## src/rtl/hs_npu_exec_ctrl.sv

```systemverilog
// hs_npu_exec_ctrl: layer sequencer for an NxN systolic array (load phases, compute, save).
// Define HS_NPU_WEIGHT_REUSE_EN to let a layer skip weight loading when weights are still resident.
module hs_npu_exec_ctrl #(
   parameter int unsigned N         = 8,
   parameter int unsigned LAT_EXTRA = 2
) (
   input  logic        clk,
   input  logic        rst,
   input  logic        start,
   input  logic        abort,
   input  logic [15:0] cfg_num_inputs,
   input  logic        cfg_use_sums,
   input  logic        cfg_reuse_weights,
   input  logic        ld_valid,
   output logic        ld_ready,
   input  logic        res_ready,
   output logic        res_valid,
   output logic [2:0]  state,
   output logic [15:0] beat_idx,
   output logic        compute_en,
   output logic        busy,
   output logic        done,
   output logic        cfg_err
);

   typedef enum logic [2:0] {
      IDLE             = 3'd0,
      LOADING_WEIGHTS  = 3'd1,
      LOADING_INPUTS   = 3'd2,
      LOADING_BIAS     = 3'd3,
      LOADING_SUMS     = 3'd4,
      READY_TO_COMPUTE = 3'd5,
      COMPUTING        = 3'd6,
      SAVING           = 3'd7
   } loading_state_t;

   localparam logic [16:0] W_LAST = 17'(N - 1);
   localparam logic [16:0] C_ADD  = 17'(2 * N - 2 + LAT_EXTRA);

   loading_state_t st, st_nxt;
   logic [16:0]    cnt, cnt_nxt;
   logic [15:0]    num_q;
   logic           sums_q;
   logic           latch;
   logic           done_q, done_nxt;
   logic           err_q, err_nxt;
   logic           beat;
   logic [16:0]    num_last;
   logic [16:0]    comp_last;

   // 17-bit terminal counts keep cfg_num_inputs = 65535 from wrapping
   assign num_last  = {1'b0, num_q} - 17'd1;
   assign comp_last = {1'b0, num_q} + C_ADD;

   assign ld_ready   = (st == LOADING_WEIGHTS) || (st == LOADING_INPUTS) ||
                       (st == LOADING_BIAS)    || (st == LOADING_SUMS);
   assign beat       = ld_valid && ld_ready;
   assign res_valid  = (st == SAVING);
   assign compute_en = (st == COMPUTING);
   assign busy       = (st != IDLE);
   assign state      = st;
   assign beat_idx   = cnt[15:0];
   assign done       = done_q;
   assign cfg_err    = err_q;

`ifdef HS_NPU_WEIGHT_REUSE_EN
   logic wl_q, wl_nxt;

   always_ff @(posedge clk) begin
      if (rst) begin
         wl_q <= 1'b0;
      end else begin
         wl_q <= wl_nxt;
      end
   end
`else
   logic unused_reuse;
   assign unused_reuse = cfg_reuse_weights;
`endif

   always_ff @(posedge clk) begin
      if (rst) begin
         st     <= IDLE;
         cnt    <= '0;
         num_q  <= '0;
         sums_q <= 1'b0;
         done_q <= 1'b0;
         err_q  <= 1'b0;
      end else begin
         st     <= st_nxt;
         cnt    <= cnt_nxt;
         done_q <= done_nxt;
         err_q  <= err_nxt;
         if (latch) begin
            num_q  <= cfg_num_inputs;
            sums_q <= cfg_use_sums;
         end
      end
   end

   always_comb begin
      st_nxt   = st;
      cnt_nxt  = cnt;
      done_nxt = 1'b0;
      err_nxt  = 1'b0;
      latch    = 1'b0;
`ifdef HS_NPU_WEIGHT_REUSE_EN
      wl_nxt   = wl_q;
`endif
      case (st)
         IDLE: begin
            if (start) begin
               if (cfg_num_inputs == '0) begin
                  err_nxt = 1'b1;
               end else begin
                  latch   = 1'b1;
                  cnt_nxt = '0;
                  st_nxt  = LOADING_WEIGHTS;
`ifdef HS_NPU_WEIGHT_REUSE_EN
                  if (cfg_reuse_weights && wl_q) begin
                     st_nxt = LOADING_INPUTS;
                  end
`endif
               end
            end
         end
         LOADING_WEIGHTS: begin
            if (beat) begin
               if (cnt == W_LAST) begin
                  st_nxt  = LOADING_INPUTS;
                  cnt_nxt = '0;
`ifdef HS_NPU_WEIGHT_REUSE_EN
                  wl_nxt  = 1'b1;
`endif
               end else begin
                  cnt_nxt = cnt + 17'd1;
               end
            end
         end
         LOADING_INPUTS: begin
            if (beat) begin
               if (cnt == num_last) begin
                  st_nxt  = LOADING_BIAS;
                  cnt_nxt = '0;
               end else begin
                  cnt_nxt = cnt + 17'd1;
               end
            end
         end
         LOADING_BIAS: begin
            if (beat) begin
               st_nxt  = sums_q ? LOADING_SUMS : READY_TO_COMPUTE;
               cnt_nxt = '0;
            end
         end
         LOADING_SUMS: begin
            if (beat) begin
               if (cnt == num_last) begin
                  st_nxt  = READY_TO_COMPUTE;
                  cnt_nxt = '0;
               end else begin
                  cnt_nxt = cnt + 17'd1;
               end
            end
         end
         READY_TO_COMPUTE: begin
            st_nxt  = COMPUTING;
            cnt_nxt = '0;
         end
         COMPUTING: begin
            if (cnt == comp_last) begin
               st_nxt  = SAVING;
               cnt_nxt = '0;
            end else begin
               cnt_nxt = cnt + 17'd1;
            end
         end
         SAVING: begin
            if (res_ready) begin
               if (cnt == num_last) begin
                  st_nxt   = IDLE;
                  cnt_nxt  = '0;
                  done_nxt = 1'b1;
               end else begin
                  cnt_nxt = cnt + 17'd1;
               end
            end
         end
         default: begin
            st_nxt  = IDLE;
            cnt_nxt = '0;
         end
      endcase

      // abort overrides everything above, including a completing save beat
      if (abort && (st != IDLE)) begin
         st_nxt   = IDLE;
         cnt_nxt  = '0;
         done_nxt = 1'b0;
`ifdef HS_NPU_WEIGHT_REUSE_EN
         wl_nxt   = 1'b0;
`endif
      end
   end

endmodule
```

## config.mk

```make
export PLATFORM = sky130hd
export DESIGN_NAME = hs_npu_exec_ctrl
export DESIGN_NICKNAME = d
export VERILOG_FILES = /design/src/rtl/hs_npu_exec_ctrl.sv
export SDC_FILE = /design/constraint.sdc
export NUM_CORES = 1
export LEC_CHECK = 0
export CAP_MARGIN = 10
export CORE_MARGIN = 1.5
export CORE_UTILIZATION = 54
export CTS_CLUSTER_DIAMETER = 120
export DETAILED_ROUTE_END_ITERATION = 12
export MAX_ROUTING_LAYER = met4
export PLACE_DENSITY = 0.83
export SLEW_MARGIN = 40
export SYNTH_ARGS = -nofsm -noshare
export SYNTH_HDL_FRONTEND = slang
export SYNTH_SLANG_ARGS = --single-unit
export TNS_END_PERCENT = 100
```

## constraint.sdc

```tcl
create_clock -name clk -period 4 [get_ports clk]
set_input_delay 0.6 -clock clk [delete_from_list [all_inputs] [get_ports clk]]
set_output_delay 0.6 -clock clk [all_outputs]
set_load 0.05 [all_outputs]
```

==> flow_metrics.env <==
export IMPL_outcome="complete, no violations"
export IMPL_vias=2727
export IMPL_grtUsageMet3_pct=3.18
export IMPL_final_core_util_pct=65.0
export IMPL_postSynthAreaPerCell_um2=7.90
export IMPL_synth_edf_count=0
export IMPL_syn_nets=406
export IMPL_drt_initial_drc_count=192
export IMPL_yosysMostFrequentCell="nor2_1"
export IMPL_drive_gt1_share_pct=4.90
export IMPL_finalClockSkew_ns=0.00784
export IMPL_tns_ns=0
export IMPL_core_area_um2=5200
export IMPL_ys_types=56
export IMPL_io_pins=49
export IMPL_drt_wl_total_um=7050
export IMPL_numClockSinks=39
export IMPL_timing_hold_worst_path_depth=2
export IMPL_grt_antenna_before_repair=0
export IMPL_grt_max_degree=21
export IMPL_max_slew_margin_pct=47.6
export IMPL_max_cap_violations=0
export IMPL_synth_common_cells="nor2_1, dfxtp_1, clkbuf_1"
export IMPL_yosysWarnings=0
export IMPL_rr_startpoint="num_q[4]"
export IMPL_first_pass_iters=5
export IMPL_min_period_over_period_pct=82.7
export IMPL_post_cts_buffers=0
export IMPL_crit_type="reg -> reg"
export IMPL_grt_overflow_total=0
export IMPL_ys_seq_area_share_pct=26.1
export IMPL_avgRoutedWirePerCell_um=15.4
export IMPL_synth_seq_cells=39
export IMPL_clk_pin_slew_ns=0.07
export IMPL_numCtsBuffers=5
export IMPL_period_needed_ns=3.31
export IMPL_drc=0
export IMPL_max_freq_mhz=302
export IMPL_htreeDepth=2
export IMPL_cts_tree="built"
export IMPL_async_flop_share_pct=0
export IMPL_ctsHoldBuffers=0
export IMPL_grt_pass1_wl_um=11800
export IMPL_via_per_inst=5.95
export IMPL_cellPowerDensity_nw_per_um2=440
export IMPL_report_power_total_mw=1.49
export IMPL_final_antenna_net_count=0
export IMPL_endpoint_kind="register"
export IMPL_drv_slew=0
export IMPL_place_congestion=0.975
export IMPL_min_delay_start="sums_q"
export IMPL_tightest_slew_ns=0.786
export IMPL_die_y_um=77.4
export IMPL_synth_main_ff_cell="dfxtp_1"
export IMPL_clockBufferDepth=2
export IMPL_io_buffers=47
export IMPL_grt_pass1_vias=2444
export IMPL_use_met1_pct=33.3
export IMPL_ctsResizeCount=0
export IMPL_seq_area_um2=781
export IMPL_rr_endpoint="cnt[10]"
export IMPL_r2r_setup_slack_ns=0.69
export IMPL_setup_worst_path_start_class="register"
export IMPL_vdd_ir_drop_max_uv=391
export IMPL_die_area_um2=5990
export IMPL_multiInputGateArea_um2=1920
export IMPL_hold_path_class="reg -> reg"
export IMPL_grt_use_total_pct=25.2
export IMPL_met2_usage_pct=41.2
export IMPL_dieWidth_um=77.4
export IMPL_synth_area_um2=2990
export IMPL_pre_cts_slack_ns=0.699
export IMPL_diodes=0
export IMPL_synthToLayoutAreaGrowth_pct=13.3
export IMPL_hold_end="sums_q"
export IMPL_grt_busiest_layer="met2"
export IMPL_placementRows=26
export IMPL_crit_fanout=12
export IMPL_ff2ff_path_depth=10
export IMPL_synth_top_cell_area_share_pct=26.1
export IMPL_final_setup_worst_slack_ns=0.694
export IMPL_final_nets=417
export IMPL_setup_violations=0
export IMPL_rsz0062_at_grt="false"
export IMPL_clk_latency_ns=0.29
export IMPL_finalHoldViolations=0
export IMPL_start_util_pct=57.4
export IMPL_cts_root_buf="clkbuf_8"
export IMPL_synthCells=378
export IMPL_synth_area_leaders="dfxtp_1, xnor2_1, mux2i_1, nor2_1, xor2_1"
export IMPL_arrival_ns=3.47
export IMPL_synth_top_area_cell="dfxtp_1"
export IMPL_p_leak_nw=1.26
export IMPL_fillCellCount=450
export IMPL_place_hpwl_um=5430
export IMPL_crit_required_ns=4.16
[routing by layer]
metal  vias to the layer above  share of wire, %
li1                       1348                 -
met1                      1282                45
met2                        88                49
met3                         9               4.9
met4                         0               1.1
met5                         -                 0
[sequential cells by signal (all words and copies together), names as in the netlist]
name	flops
cnt	17
num_q	16
state	3
cfg_err	1
done	1
sums_q	1
[where the power goes]
part / leakage (nW) / switching [mW] / internal [mW] / total [mW]
Sequential: 0.317 / 0.0916 / 0.429 / 0.520
Combinational: 0.908 / 0.427 / 0.298 / 0.725
Clock: 0.0371 / 0.128 / 0.116 / 0.244
[worst max-delay path, stage by stage (launching register included)]
cell	delay [ns]
dfxtp_1	0.51
inv_1	0.08
ha_1	0.27
and4bb_2	0.31
or4_1	0.47
a31oi_1	0.14
o21bai_1	0.13
a2111oi_4	0.50
o21ai_4	0.17
o31ai_4	0.48
nor2_1	0.11
[cell type report]
type / instances / area share [%]
multi-input combinational: 285 / 56.9
sequential: 39 / 23.1
timing repair buffer: 49 / 14.3
tap: 70 / 2.59
clock buffer: 6 / 2.14
inverter: 9 / 0.998
[cells in the final DEF, fill, tap and decap left out, types with 5 or more instances in the layout]
master,count
nor4_1,12
nand2b_1,5
mux2i_1,21
nor2_1,47
xor2_1,20
o21ai_0,5
and3_1,9
nor3_1,11
inv_1,9
nor3b_1,5
nand2_1,25
clkbuf_8,5
nand3_1,13
xnor2_1,25
a21oi_1,9
clkdlybuf4s50_1,47
dfxtp_1,39
nand4_1,13
[cell families after synthesis]
logic type / Yosys count / share of synthesized area, %
AOI/OAI and AO/OA: 48 / 12.9
muxes: 21 / 7.04
xor gates and xnor gates: 45 / 13.2
and+or+nand+nor: 166 / 29.3
buffers and inverters: 54 / 9.43
adders and majority gates: 5 / 2.01
DFF: 39 / 26.1
[per-stage QoR]
step,cells,instance area [um^2],hold WS [ns]
floorplan,378,2990,0.464
global placement,452,3310,0.496
detailed placement,452,3310,0.499
CTS,458,3380,0.516
global route,458,3380,0.575
finish,458,3380,0.512
[worst max path at each step]
stage / to / cells past startpoint / startpoint / slack [ns]
detailed placement: cnt[10] / 10 / num_q[4] / 0.70
floorplan: state[2] / 11 / num_q[4] / 1.05
finish: cnt[10] / 10 / num_q[4] / 0.69
CTS: cnt[10] / 10 / num_q[4] / 0.71
global placement: cnt[10] / 10 / num_q[4] / 0.82
global route: cnt[2] / 10 / num_q[4] / 0.53
No activity file was read; power rests on OpenSTA's default activity.
